`config.mk`:
```
export PLATFORM = sky130hd
export DESIGN_NAME = morse_letter_sequencer_flat
export DESIGN_NICKNAME = d
export VERILOG_FILES = /design/src/rtl/morse_letter_sequencer_if.sv /design/src/rtl/morse_letter_sequencer.sv /design/src/flat_wrapper.sv
export SDC_FILE = /design/constraint.sdc
export NUM_CORES = 1
export LEC_CHECK = 0
export ABC_AREA = 1
export CAP_MARGIN = 5
export CORE_UTILIZATION = 65
export CTS_BUF_LIST = sky130_fd_sc_hd__clkbuf_4 sky130_fd_sc_hd__clkbuf_8 sky130_fd_sc_hd__clkbuf_16
export DETAILED_ROUTE_END_ITERATION = 7
export GPL_TIMING_DRIVEN = 0
export PLACE_DENSITY = 0.84
export SETUP_SLACK_MARGIN = 0.15
export SKIP_CTS_REPAIR_TIMING = 1
export SLEW_MARGIN = 0
export SYNTH_ARGS = -nofsm -noshare
export SYNTH_HDL_FRONTEND = slang
export SYNTH_SLANG_ARGS = --single-unit
```
`constraint.sdc`:
```
create_clock -name clock -period 4.6 [get_ports clock]
set_clock_uncertainty 0.1 [all_clocks]
set_input_delay 0.46 -clock clock [delete_from_list [all_inputs] [get_ports clock]]
set_output_delay 0.46 -clock clock [all_outputs]
set_load 0.02 [all_outputs]
```
`src/rtl/morse_letter_sequencer_if.sv`:
```
// Letter push handshake between the switch/key logic and the Morse sequencer.
interface morse_letter_sequencer_if;
    logic [2:0] letter_in;
    logic       letter_valid;
    logic       letter_ready;

    modport master (output letter_in, output letter_valid, input letter_ready);
    modport slave  (input letter_in, input letter_valid, output letter_ready);
endinterface

```
`src/rtl/morse_letter_sequencer.sv`:
```
// Queues letter selects (I..P) and plays each Morse pattern on one LED with an inter-letter gap.
// Optional MORSE_SEQ_REPEAT_EN: replay the last letter while repeat_en is held and the queue is empty.
module morse_letter_sequencer #(
    parameter int TICK_COUNT = 25000000,
    parameter int GAP_TICKS  = 3,
    parameter int FIFO_DEPTH = 4,
    localparam int PW = $clog2(FIFO_DEPTH),
    localparam int CW = PW + 1
) (
    input  logic                     clock,
    input  logic                     reset,
    morse_letter_sequencer_if.slave  lif,
    input  logic                     abort,
`ifdef MORSE_SEQ_REPEAT_EN
    input  logic                     repeat_en,  // "repeat" is a reserved word
`endif
    output logic                     morse_out,
    output logic                     busy,
    output logic                     letter_done,
    output logic [CW-1:0]            fifo_count
);

    localparam int TW = (TICK_COUNT > 2) ? $clog2(TICK_COUNT) : 1;
    localparam int GW = $clog2(GAP_TICKS + 1);

    typedef enum logic [1:0] {S_IDLE, S_LOAD, S_SEND, S_GAP} state_t;

    state_t          state, state_nxt;
    logic [2:0]      fifo_mem [FIFO_DEPTH];
    logic [PW-1:0]   wr_ptr, rd_ptr;
    logic [CW-1:0]   count;
    logic [15:0]     sr;
    logic [TW-1:0]   tcnt;
    logic [GW-1:0]   gcnt;
    logic [2:0]      cur_letter;
    logic            push, pop, tick, gap_end, have_letter;

    function automatic logic [15:0] pattern(input logic [2:0] l);
        case (l)
            3'd0:    pattern = 16'hA000;
            3'd1:    pattern = 16'hBBB8;
            3'd2:    pattern = 16'hEB80;
            3'd3:    pattern = 16'hBA80;
            3'd4:    pattern = 16'hEE00;
            3'd5:    pattern = 16'hE800;
            3'd6:    pattern = 16'hEEE0;
            default: pattern = 16'hBBA0;
        endcase
    endfunction

    assign have_letter      = (count != '0);
    assign lif.letter_ready = (count != CW'(FIFO_DEPTH));
    assign push             = lif.letter_valid && lif.letter_ready && !abort;
    assign pop              = (state == S_LOAD) && have_letter && !abort;
    assign tick             = (state != S_IDLE) && (tcnt == '0);
    assign gap_end          = (state == S_GAP) && tick && (gcnt == '0);

    assign morse_out   = (state == S_SEND) && sr[15];
    assign busy        = (state != S_IDLE);
    assign letter_done = gap_end && !abort;
    assign fifo_count  = count;

`ifdef MORSE_SEQ_REPEAT_EN
    logic [2:0] last_letter;
    assign cur_letter = have_letter ? fifo_mem[rd_ptr] : last_letter;

    always_ff @(posedge clock) begin
        if (reset || abort)
            last_letter <= '0;
        else if (state == S_LOAD)
            last_letter <= cur_letter;
    end
`else
    assign cur_letter = fifo_mem[rd_ptr];
`endif

    always_ff @(posedge clock) begin
        if (reset)
            state <= S_IDLE;
        else
            state <= state_nxt;
    end

    always_comb begin
        state_nxt = state;
        case (state)
            S_IDLE: if (have_letter) state_nxt = S_LOAD;
            S_LOAD: state_nxt = S_SEND;
            S_SEND: if (tick && (sr[14:0] == '0)) state_nxt = S_GAP;
            S_GAP: begin
                if (gap_end) begin
                    if (have_letter)
                        state_nxt = S_LOAD;
`ifdef MORSE_SEQ_REPEAT_EN
                    else if (repeat_en)
                        state_nxt = S_LOAD;
`endif
                    else
                        state_nxt = S_IDLE;
                end
            end
            default: state_nxt = S_IDLE;
        endcase
        if (abort) state_nxt = S_IDLE;
    end

    always_ff @(posedge clock) begin
        if (push) fifo_mem[wr_ptr] <= lif.letter_in;
    end

    always_ff @(posedge clock) begin
        if (reset || abort) begin
            wr_ptr <= '0;
            rd_ptr <= '0;
            count  <= '0;
            sr     <= '0;
            tcnt   <= '0;
            gcnt   <= '0;
        end else begin
            if (push) wr_ptr <= wr_ptr + PW'(1);
            if (pop)  rd_ptr <= rd_ptr + PW'(1);
            case ({push, pop})
                2'b10:   count <= count + CW'(1);
                2'b01:   count <= count - CW'(1);
                default: count <= count;
            endcase

            case (state)
                S_LOAD: begin
                    sr   <= pattern(cur_letter);
                    tcnt <= TW'(TICK_COUNT - 1);
                end
                S_SEND: begin
                    tcnt <= tick ? TW'(TICK_COUNT - 1) : tcnt - TW'(1);
                    if (tick) begin
                        // Trailing zeros are never played: the letter ends on its last set bit.
                        if (sr[14:0] == '0)
                            gcnt <= GW'(GAP_TICKS - 1);
                        else
                            sr <= {sr[14:0], 1'b0};
                    end
                end
                S_GAP: begin
                    tcnt <= tick ? TW'(TICK_COUNT - 1) : tcnt - TW'(1);
                    if (tick && (gcnt != '0)) gcnt <= gcnt - GW'(1);
                end
                default: ;
            endcase
        end
    end

endmodule

```
`src/flat_wrapper.sv`:
```
// flat-port wrapper written by rule: the top's interface ports become plain ports
module morse_letter_sequencer_flat 
#(
    parameter int TICK_COUNT = 25000000,
    parameter int GAP_TICKS  = 3,
    parameter int FIFO_DEPTH = 4,
    localparam int PW = $clog2(FIFO_DEPTH),
    localparam int CW = PW + 1
)
  (clock, reset, abort, morse_out, busy, letter_done, fifo_count, lif_letter_in, lif_letter_valid, lif_letter_ready);
  morse_letter_sequencer_if lif_i ();
  input  logic clock;
  input  logic reset;
  input  logic abort;
  output logic morse_out;
  output logic busy;
  output logic letter_done;
  output logic [CW-1:0] fifo_count;
  input wire logic [$bits(lif_i.letter_in)-1:0] lif_letter_in;
  input wire logic [$bits(lif_i.letter_valid)-1:0] lif_letter_valid;
  output wire logic [$bits(lif_i.letter_ready)-1:0] lif_letter_ready;
  assign lif_i.letter_in = lif_letter_in;
  assign lif_i.letter_valid = lif_letter_valid;
  assign lif_letter_ready = lif_i.letter_ready;
  morse_letter_sequencer #(.TICK_COUNT(TICK_COUNT), .GAP_TICKS(GAP_TICKS), .FIFO_DEPTH(FIFO_DEPTH)) u_core (.clock(clock), .reset(reset), .lif(lif_i), .abort(abort), .morse_out(morse_out), .busy(busy), .letter_done(letter_done), .fifo_count(fifo_count));
endmodule
```
-- Word level (Yosys, flattened, before mapping)
Memory sizes are Yosys's and may differ from the RTL's. A register that Yosys moved wholly into a read port is not among the register bits.
Cells that the tools add are included.
- register bits: 52
- memory bits (writable): 12
- input port bits: 7
- output and inout bits: 7
- logic and storage cells: 83
- memories kept: 1
- memories (name ; depth ; width ; rd ports ; clocked after memory_dff ; write ports ; RTL line ; RTL):
    u_core.fifo_mem ; 4 ; 3 ; 1 ; 1 ; 1 ; morse_letter_sequencer.sv:29 ; logic [2:0] fifo_mem [FIFO_DEPTH];
- $add $sub $neg: 6
- equal/unequal tests: 19
- multiplexer cells: 20
- reductions and logical operators: 30
- operators by type and width (cell ; number):
    one-hot mux 15 bit (7 select lines) ; 1
    one-hot mux 25 bit (2 select lines) ; 1
    two-way mux 16 bit ; 2
    one-hot mux 16 bit (2 select lines) ; 1
    logical NOT 25 bit ; 1
    two-way mux 25 bit ; 1
    subtractor 25 x 1 -> 25 bit, second input constant ; 1
    two-way mux 2 bit ; 8
    logical NOT 15 bit ; 1
    nonzero test 2 bit ; 6
    logical AND 1 bit ; 11
    == test 3 bit, second input constant ; 3
    != test 2 bit, second input constant ; 4
    one-hot mux 2 bit (4 select lines) ; 1
    == test 2 bit, second input constant ; 3
    == test 3 x 2 -> 1 bit, second input constant ; 2
    != test 2 x 1 -> 1 bit, second input constant ; 3
    one-hot mux 3 bit (2 select lines) ; 1
    AND reduction 3 bit ; 2
    adder 2 x 1 -> 2 bit, second input constant ; 2
    == test 2 x 1 -> 1 bit, second input constant ; 2
    logical NOT 2 bit ; 2
    one-hot mux 2 bit (2 select lines) ; 1
    AND reduction 4 bit ; 1
    11 further kinds ; 14

-- Depth between registers and ports, before layout
Gate-level depths: netlist of the first run.
- depth in word-level cells: 6
- depth in mapped cells: 13
- gate-level depth less buffers: 13

-- Worst setup path after synthesis of the first run
No wires, ideal clock.
- path kind: register to register
- from: register u_core.count[0], in the netlist u_core.fifo_count[0]
- to: register u_core.count[2], in the netlist u_core.fifo_count[2]
- library setup time: 122 ps
- data arrival time: 2186 ps
- data required time: 4378 ps
- slack: 2191 ps
- cell stages (with the launch flop): 13
- buffers on the path: 1
- clock period less this slack: 2409 ps
- cell sequence: dfxtp_1 inv_1 nand3_1 nand2_1 or2_0 clkbuf_1 ha_1 inv_1 fa_1 a21oi_1 o21ai_0 o21ai_0 a21oi_1
- word-level cells in the longest chain between the ends: 5
- elaborated cells on any way between the ends: 12
- classes of those cells: add/sub (2); eq/ne (3); mux (1); reduce/logical (6)
- ends and longest elaborated chain (element ; RTL line ; RTL):
    start: declaration ; morse_letter_sequencer.sv:31 ; logic [CW-1:0] count;
    start signal: assignment ; morse_letter_sequencer.sv:123 ; 2'b10: count <= count + CW'(1);
    start signal: assignment ; morse_letter_sequencer.sv:124 ; 2'b01: count <= count - CW'(1);
    start signal: assignment ; morse_letter_sequencer.sv:125 ; default: count <= count;
    != test 3 bit (*) ; morse_letter_sequencer.sv:52 ; assign lif.letter_ready = (count != CW'(FIFO_DEPTH));
    net lif_letter_ready ; flat_wrapper.sv:21 ; output wire logic [$bits(lif_i.letter_ready)-1:0] lif_letter_ready;
    logical AND 1 bit (*) (2 in a row) ; morse_letter_sequencer.sv:53 ; assign push = lif.letter_valid && lif.letter_ready && !abort;
    == test 2 x 1 -> 1 bit / == test 2 bit (equally long branches) ; morse_letter_sequencer.sv:122 ; case ({push, pop})
    one-hot mux 3 bit (2 select lines) / nonzero test 2 bit (equally long branches) ; - ;
The timed path passes the listed nets; every way through them passes the cells marked *.
A chain may end at the register's enable or synchronous reset.

-- Final worst setup path of the first run
- from: register u_core.state[0]
- to: output port letter_done
- word-level cells in the longest chain between the ends: 5
- elaborated cells on any way between the ends: 6
- classes of those cells: eq/ne (1); reduce/logical (5)
- ends and longest elaborated chain (element ; RTL line ; RTL):
    start: declaration ; morse_letter_sequencer.sv:28 ; state_t state, state_nxt;
    start signal: assignment ; morse_letter_sequencer.sv:81 ; state <= state_nxt;
    nonzero test 2 bit ; morse_letter_sequencer.sv:55 ; assign tick = (state != S_IDLE) && (tcnt == '0);
    logical AND 1 bit ; morse_letter_sequencer.sv:55 ;
    logical AND 1 bit (*) (2 in a row) ; morse_letter_sequencer.sv:56 ; assign gap_end = (state == S_GAP) && tick && (gcnt == '0);
    logical AND 1 bit (*) ; morse_letter_sequencer.sv:60 ; assign letter_done = gap_end && !abort;
    end: declaration ; flat_wrapper.sv:17 ; output logic letter_done;
Every way passes the cells marked *; elsewhere a longest branch is shown, timed or not.

==> results by group, run 1 <==
Job
  • Maximum capacitance violations: 0

STA
  • Unrepaired setup endpoints after global routing: false
  • Worst-margin pin slew: 0.712 ns
  • Final hold violations: 0
  • Fin Setup TNS: 0 ns
  • Setup-failing EPs final: 0
  • Period Utilization, post-route: 64.4%
  • Crit path time final: 2.96 ns
  • Slew Limit Fails: 0
  • Worst hold slack: 0.378 ns
  • F_max: 0.337 GHz
  • Max-Slew Margin vs Limit: 52.4%
  • Setup ws final: 1.64 ns

Synthesis
  • Number of warnings issued by yosys: 0
  • Post-synth ARST share: 0%
  • Synth Net Count: 489
  • #FFs+latches synth: 63
  • Count of flip-flops with a built-in enable after synthesis: 12
  • Post-synth top flop: dfxtp_1
  • Syn Std Cell Area: 0.00345 mm2
  • Mean post-synth cell area: 7.38 um2
  • Sequential element share of the synthesized area: 40.0%
  • Synth Instances: 468
  • Netlist cell types: 39

Routing
  • Met3 routed WL: 378 um
  • Via count: 3093
  • Final wirelength: 7190 um
  • Routed WL per cell: 12.7 um
  • Drt drc: 0
  • Met1 Wirelength: 3340 um
  • DR iter-0 viols: 165
  • TritonRoute pass-1 iters: 5
  • Routed vias/inst: 5.46
  • Final ANT Viol Nets: 0
  • Highest metal used: met4
  • Met2 WL post-DR: 3390 um

Place
  • Dpl ws: 1.78 ns
  • Hpwl dp: 5110 um
  • GPL Wtd Cong: 0.866
  • IO buf count: 13
  • DP Cell Count: 551

Worst setup path
  • Largest delay share family, worst path: buffers and inverters
  • Critical path class: reg -> out
  • CP bufs+invs: 2
  • Worst setup SP type: register
  • Most used cell, CP: nor2_1
  • Crit path capture type: output pin
  • Critical path peak fanout: 5
  • Critical Path AT: 2.40 ns
  • Critical path required time: 4.04 ns
  • Worst-path cell chain: inv_1 -> ha_1 -> nor3_1 -> nand3_1 -> nor2_1 -> nand2_1 -> nor2_1 -> clkdlybuf4s50_1
  • CP peak stage delay: 0.61 ns
  • Slowest cell on the critical path: clkdlybuf4s50_1

Clock network
  • CTS Buf Count: 9
  • Worst-Skew Late Latency: 0.35 ns
  • Clock Path Buffers: 2
  • Reg clk slew, reported paths: 0.07 ns
  • H-tree depth: 3
  • TritonCTS Sinks: 63
  • Root Buffer: clkbuf_8
  • CTS tree: yes

Final layout
  • Final #Nets: 513
  • Ratio of cells with drive above 1 in the final layout: 13.5%
  • Area growth syn-to-layout: 12.7%
  • Finished Layout Cells: 567
  • Antenna cells: 0

Die
  • Row count: 26
  • Die outline height: 74.9 um
  • Initial Util: 67.6%
  • Core Region: 0.00511 mm2
  • Die Wd: 74.9 um
  • Ports: 14
  • DIE AREA: 0.00561 mm2

Power
  • Cell Pwr Density: 361 mW/mm2
  • Leakage: 1.66 nW
  • Worst vdd ir: 0.236 mV
  • Power Total: 1.40 mW

Status
  • Outcome: finished, final reports clean

GRT
  • Largest net degree at the start of global routing: 13
  • First-pass GRT wire length: 12100 um
  • Initial antenna violation count: 0
  • Overflow after GRT: 0
  • GRT Total Usage: 28.6%
  • Vias in the first global route: 2811

Worst hold path
  • Worst min-delay path category: reg -> reg
cell usage in the layout (no fill, tap or decap), types with 2 or more instances in the layout:
| cell | instances |
|---|---|
| o21ai_0 | 22 |
| clkinv_1 | 2 |
| xor2_1 | 6 |
| buf_6 | 3 |
| nor2_2 | 15 |
| a21oi_1 | 22 |
| o21ai_2 | 6 |
| clkbuf_1 | 3 |
| clkinv_4 | 2 |
| nor2_1 | 69 |
| ha_1 | 13 |
| clkinvlp_4 | 2 |
| inv_1 | 60 |
| nand4_1 | 6 |
| edfxtp_1 | 12 |
| clkinv_2 | 2 |
| clkdlybuf4s50_1 | 13 |
| buf_2 | 3 |
| nor3_1 | 7 |
| a31oi_1 | 9 |
| nor2_4 | 5 |
| bufinv_16 | 2 |
| o211ai_1 | 2 |
| clkbuf_8 | 9 |
| or2_0 | 3 |
| nand3_2 | 3 |
| nand2_2 | 5 |
| nand2_1 | 95 |
| dfxtp_1 | 51 |
| nand3_1 | 20 |
| a21oi_2 | 6 |
| o21ai_1 | 7 |
worst paths after layout:
path,slack (ns),cells past startpoint,end,startpoint
setup / recovery,1.64,8,letter_done,u_core.state[0]$_SDFFE_PP0P_
hold / removal,0.38,2,u_core.tcnt[7]$_SDFFE_PP0N_,u_core.tcnt[7]$_SDFFE_PP0N_
setup reg to reg,1.97,11,u_core.fifo_count[2]$_SDFFE_PP0P_,u_core.state[1]$_SDFFE_PP0P_
hold reg to reg,0.38,2,u_core.tcnt[7]$_SDFFE_PP0N_,u_core.tcnt[7]$_SDFFE_PP0N_
worst min-delay path: stages, from the launching register on:
cell	delay (ns)
dfxtp_1	0.31
o21ai_0	0.06
a21oi_1	0.06
layer usage:
metal | GRT usage [%] | up-vias
met2 | 46.0 | 91
met5 | 0 | -
met1 | 36.4 | 1429
li1 | - | 1558
met4 | 12.6 | 0
met3 | 7.36 | 15
final cells by class:
| cell class | count | area (um2) |
|---|---|---|
| plain buffers | 9 | 60.1 |
| clock buffers | 9 | 124 |
| clock inverters | 7 | 97.6 |
| fillers | 390 | 1210 |
| inverters | 65 | 248 |
| multi-input cells | 331 | 1760 |
| flip-flops and latches | 63 | 1380 |
| well taps | 70 | 87.6 |
| repair buffers | 13 | 130 |
cell usage after synthesis (2+ instances only):
library cell | number | area (um2)
nand4_1 | 6 | 37.5
buf_2 | 3 | 15.0
o21ai_1 | 7 | 35.0
nor2_2 | 15 | 93.8
nor3_1 | 7 | 35.0
nand3_1 | 20 | 100
nor2_1 | 69 | 259
a21oi_1 | 22 | 110
xor2_1 | 6 | 52.6
inv_1 | 60 | 225
nand3_2 | 3 | 30.0
dfxtp_1 | 51 | 1020
a21oi_2 | 6 | 52.6
a31oi_1 | 9 | 56.3
nor2_4 | 5 | 56.3
edfxtp_1 | 12 | 360
o211ai_1 | 2 | 15.0
nand2_1 | 95 | 357
buf_6 | 3 | 33.8
or2_0 | 3 | 18.8
clkbuf_1 | 3 | 11.3
nand2_2 | 5 | 31.3
o21ai_0 | 22 | 110
clkinv_1 | 2 | 7.51
ha_1 | 13 | 163
o21ai_2 | 6 | 52.6
metrics by stage:
stage / area (um2) / utilization (%)
finish: 3890 / 76.2
global route: 3890 / 76.2
CTS: 3890 / 76.2
detailed placement: 3670 / 71.9
global placement: 3670 / 71.9
floorplan: 3450 / -
logic make-up after synthesis:
group	after synthesis	share of synthesized area, %
adder cells (fa/ha/maj)	14	5.29
AND/OR/NAND/NOR	233	30.9
flip-flops	63	40.0
AO/OA/AOI/OAI	78	13.4
buffers and inverters	74	8.91
XOR/XNOR	6	1.52
state kept, by name, summed over array words and instances (netlist names), named ones only:
register,count
u_core.fifo_count,3
u_core.fifo_mem,12
u_core.gcnt,2
u_core.rd_ptr,2
u_core.sr,13
u_core.state,2
u_core.tcnt,25
u_core.wr_ptr,2
power by group:
group | leakage [nW] | internal (mW) | switching (mW)
Sequential | 0.522 | 0.582 | 0.0186
Clock | 0.105 | 0.305 | 0.231
Combinational | 1.03 | 0.0900 | 0.176
Total | 1.66 | 0.978 | 0.426
Note: power is estimated with default switching activity, not from simulation.
==> inputs of run 2 (changes only) <==
CORE_UTILIZATION = 55   (was 65)
PLACE_DENSITY = 0.76   (was 0.84)
clock period = 2.5 ns   (was 4.6 ns; I/O delays follow)
==> results by group, run 2 (synthesis results as in run 1) <==
Status
  • Outcome: finished, final reports clean

Clock network
  • CTS tree: yes
  • Clock Path Buffers: 2
  • Root Buffer: clkbuf_8
  • Worst-Skew Late Latency: 0.36 ns
  • TritonCTS Sinks: 63
  • CTS Buf Count: 9
  • Reg clk slew, reported paths: 0.07 ns
  • H-tree depth: 3

Routing
  • Routed WL per cell: 12.4 um
  • Routed vias/inst: 5.18
  • DR iter-0 viols: 152
  • TritonRoute pass-1 iters: 4
  • Final wirelength: 7110 um
  • Final ANT Viol Nets: 0
  • Via count: 2965
  • Drt drc: 0

Final layout
  • Max reg flops: 25
  • Area growth syn-to-layout: 13.6%
  • Biggest regs: u_core.tcnt x25, u_core.sr x13, u_core.fifo_mem x12
  • Final #Nets: 513
  • Most frequent cells in the layout: nand2_1, nor2_1, inv_1, dfxtp_1
  • Ratio of cells with drive above 1 in the final layout: 14.5%
  • Most common cell after layout, fill and taps aside: nand2_1
  • Antenna cells: 0
  • Top reg by flops: u_core.tcnt
  • Finished Layout Cells: 572
  • Final Util: 65.5%
  • Post-layout instance area: 0.00392 mm2
  • Filler cells: 501

Die
  • Row count: 28
  • Ports: 14
  • Die outline height: 81.2 um
  • Die Wd: 81.2 um
  • Initial Util: 57.6%
  • Core Region: 0.00599 mm2
  • DIE AREA: 0.00660 mm2

Power
  • Cell Pwr Density: 664 mW/mm2
  • Power Total: 2.60 mW
  • Leakage: 1.69 nW
  • Worst vdd ir: 0.401 mV

Worst hold path
  • WHS Path Cells: 2
  • Worst hold path startpoint: u_core.rd_ptr[1]$_SDFFE_PP0P_
  • Worst min-delay path category: reg -> reg

Place
  • Dpl ws: -0.0484 ns
  • Cell Area, Placed: 0.00368 mm2
  • GPL Wtd Cong: 0.903
  • Hpwl dp: 5070 um
  • DP Cell Count: 556
  • IO buf count: 13

Worst setup path
  • Worst R2R Start: u_core.state[1]$_SDFFE_PP0P_
  • Crit path capture type: output pin
  • Reg2Reg Setup Slack: 0.25 ns
  • Reg2reg end: u_core.fifo_count[2]$_SDFFE_PP0P_
  • Critical path peak fanout: 5
  • Critical path required time: 2.15 ns
  • Worst setup SP type: register
  • Worst reg2reg path depth: 11
  • Critical path class: reg -> out
  • Critical Path AT: 1.94 ns

STA
  • Crit path time final: 2.29 ns
  • Setup ws final: 0.209 ns
  • Worst hold slack: 0.363 ns
  • Period Utilization, post-route: 91.7%
  • Unrepaired setup endpoints after global routing: true
  • Setup-failing EPs final: 0
  • F_max: 0.436 GHz
  • Fin Setup TNS: 0 ns
  • Worst-margin pin slew: 0.725 ns
  • Max-Slew Margin vs Limit: 51.5%
  • Slew Limit Fails: 0
  • Final hold violations: 0

GRT
  • Overflow after GRT: 0
  • Initial antenna violation count: 0
  • First-pass GRT wire length: 11600 um
  • GRT Total Usage: 23.6%
  • Vias in the first global route: 2623
  • Largest net degree at the start of global routing: 13

Job
  • Maximum capacitance violations: 0
-- run 2: worst max path at each step --
stage | start | end | slack [ns] | depth (start not counted)
floorplan | u_core.fifo_count[0]$_SDFFE_PP0P_ | u_core.fifo_count[2]$_SDFFE_PP0P_ | 0.18 | 12
global placement | abort | u_core.fifo_count[2]$_SDFFE_PP0P_ | 0.009 | 9
detailed placement | abort | u_core.fifo_count[2]$_SDFFE_PP0P_ | -0.05 | 9
CTS | u_core.state[0]$_SDFFE_PP0P_ | letter_done | -0.30 | 8
global route | u_core.state[1]$_SDFFE_PP0P_ | u_core.fifo_count[2]$_SDFFE_PP0P_ | 0.1 | 11
finish | u_core.state[1]$_SDFFE_PP0P_ | letter_done | 0.21 | 8
-- run 2: layer usage --
layer	part of all wire (%)	GRT usage (%)
met1	52	32.2
met2	42	34.8
met3	3.6	4.61
met4	2.4	13.0
met5	0	0
-- run 2: worst max-delay path: stages, from the launching register on --
cell and delay [ns]:
dfxtp_1 0.37, inv_1 0.11, ha_1 0.24, nor3_2 0.16, nand3_1 0.09, nor2_1 0.15
nand2_1 0.09, nor2_1 0.18, clkbuf_2 0.21
-- run 2: report_power, final --
part | switching [mW] | internal, mW | leakage [nW]
registers | 0.0339 | 1.07 | 0.522
logic | 0.324 | 0.167 | 1.06
clock network | 0.445 | 0.562 | 0.103
total | 0.802 | 1.80 | 1.69
-- run 2: final cells by class --
cell class	instances	area, um2	share of cell area [%]
clock inverters	7	96.3	2.46
repair buffers	13	128	3.25
plain buffers	9	63.8	1.63
well taps	75	93.8	2.39
multi-input cells	331	1790	45.5
inverters	65	248	6.32
flip-flops and latches	63	1380	35.3
clock buffers	9	124	3.16
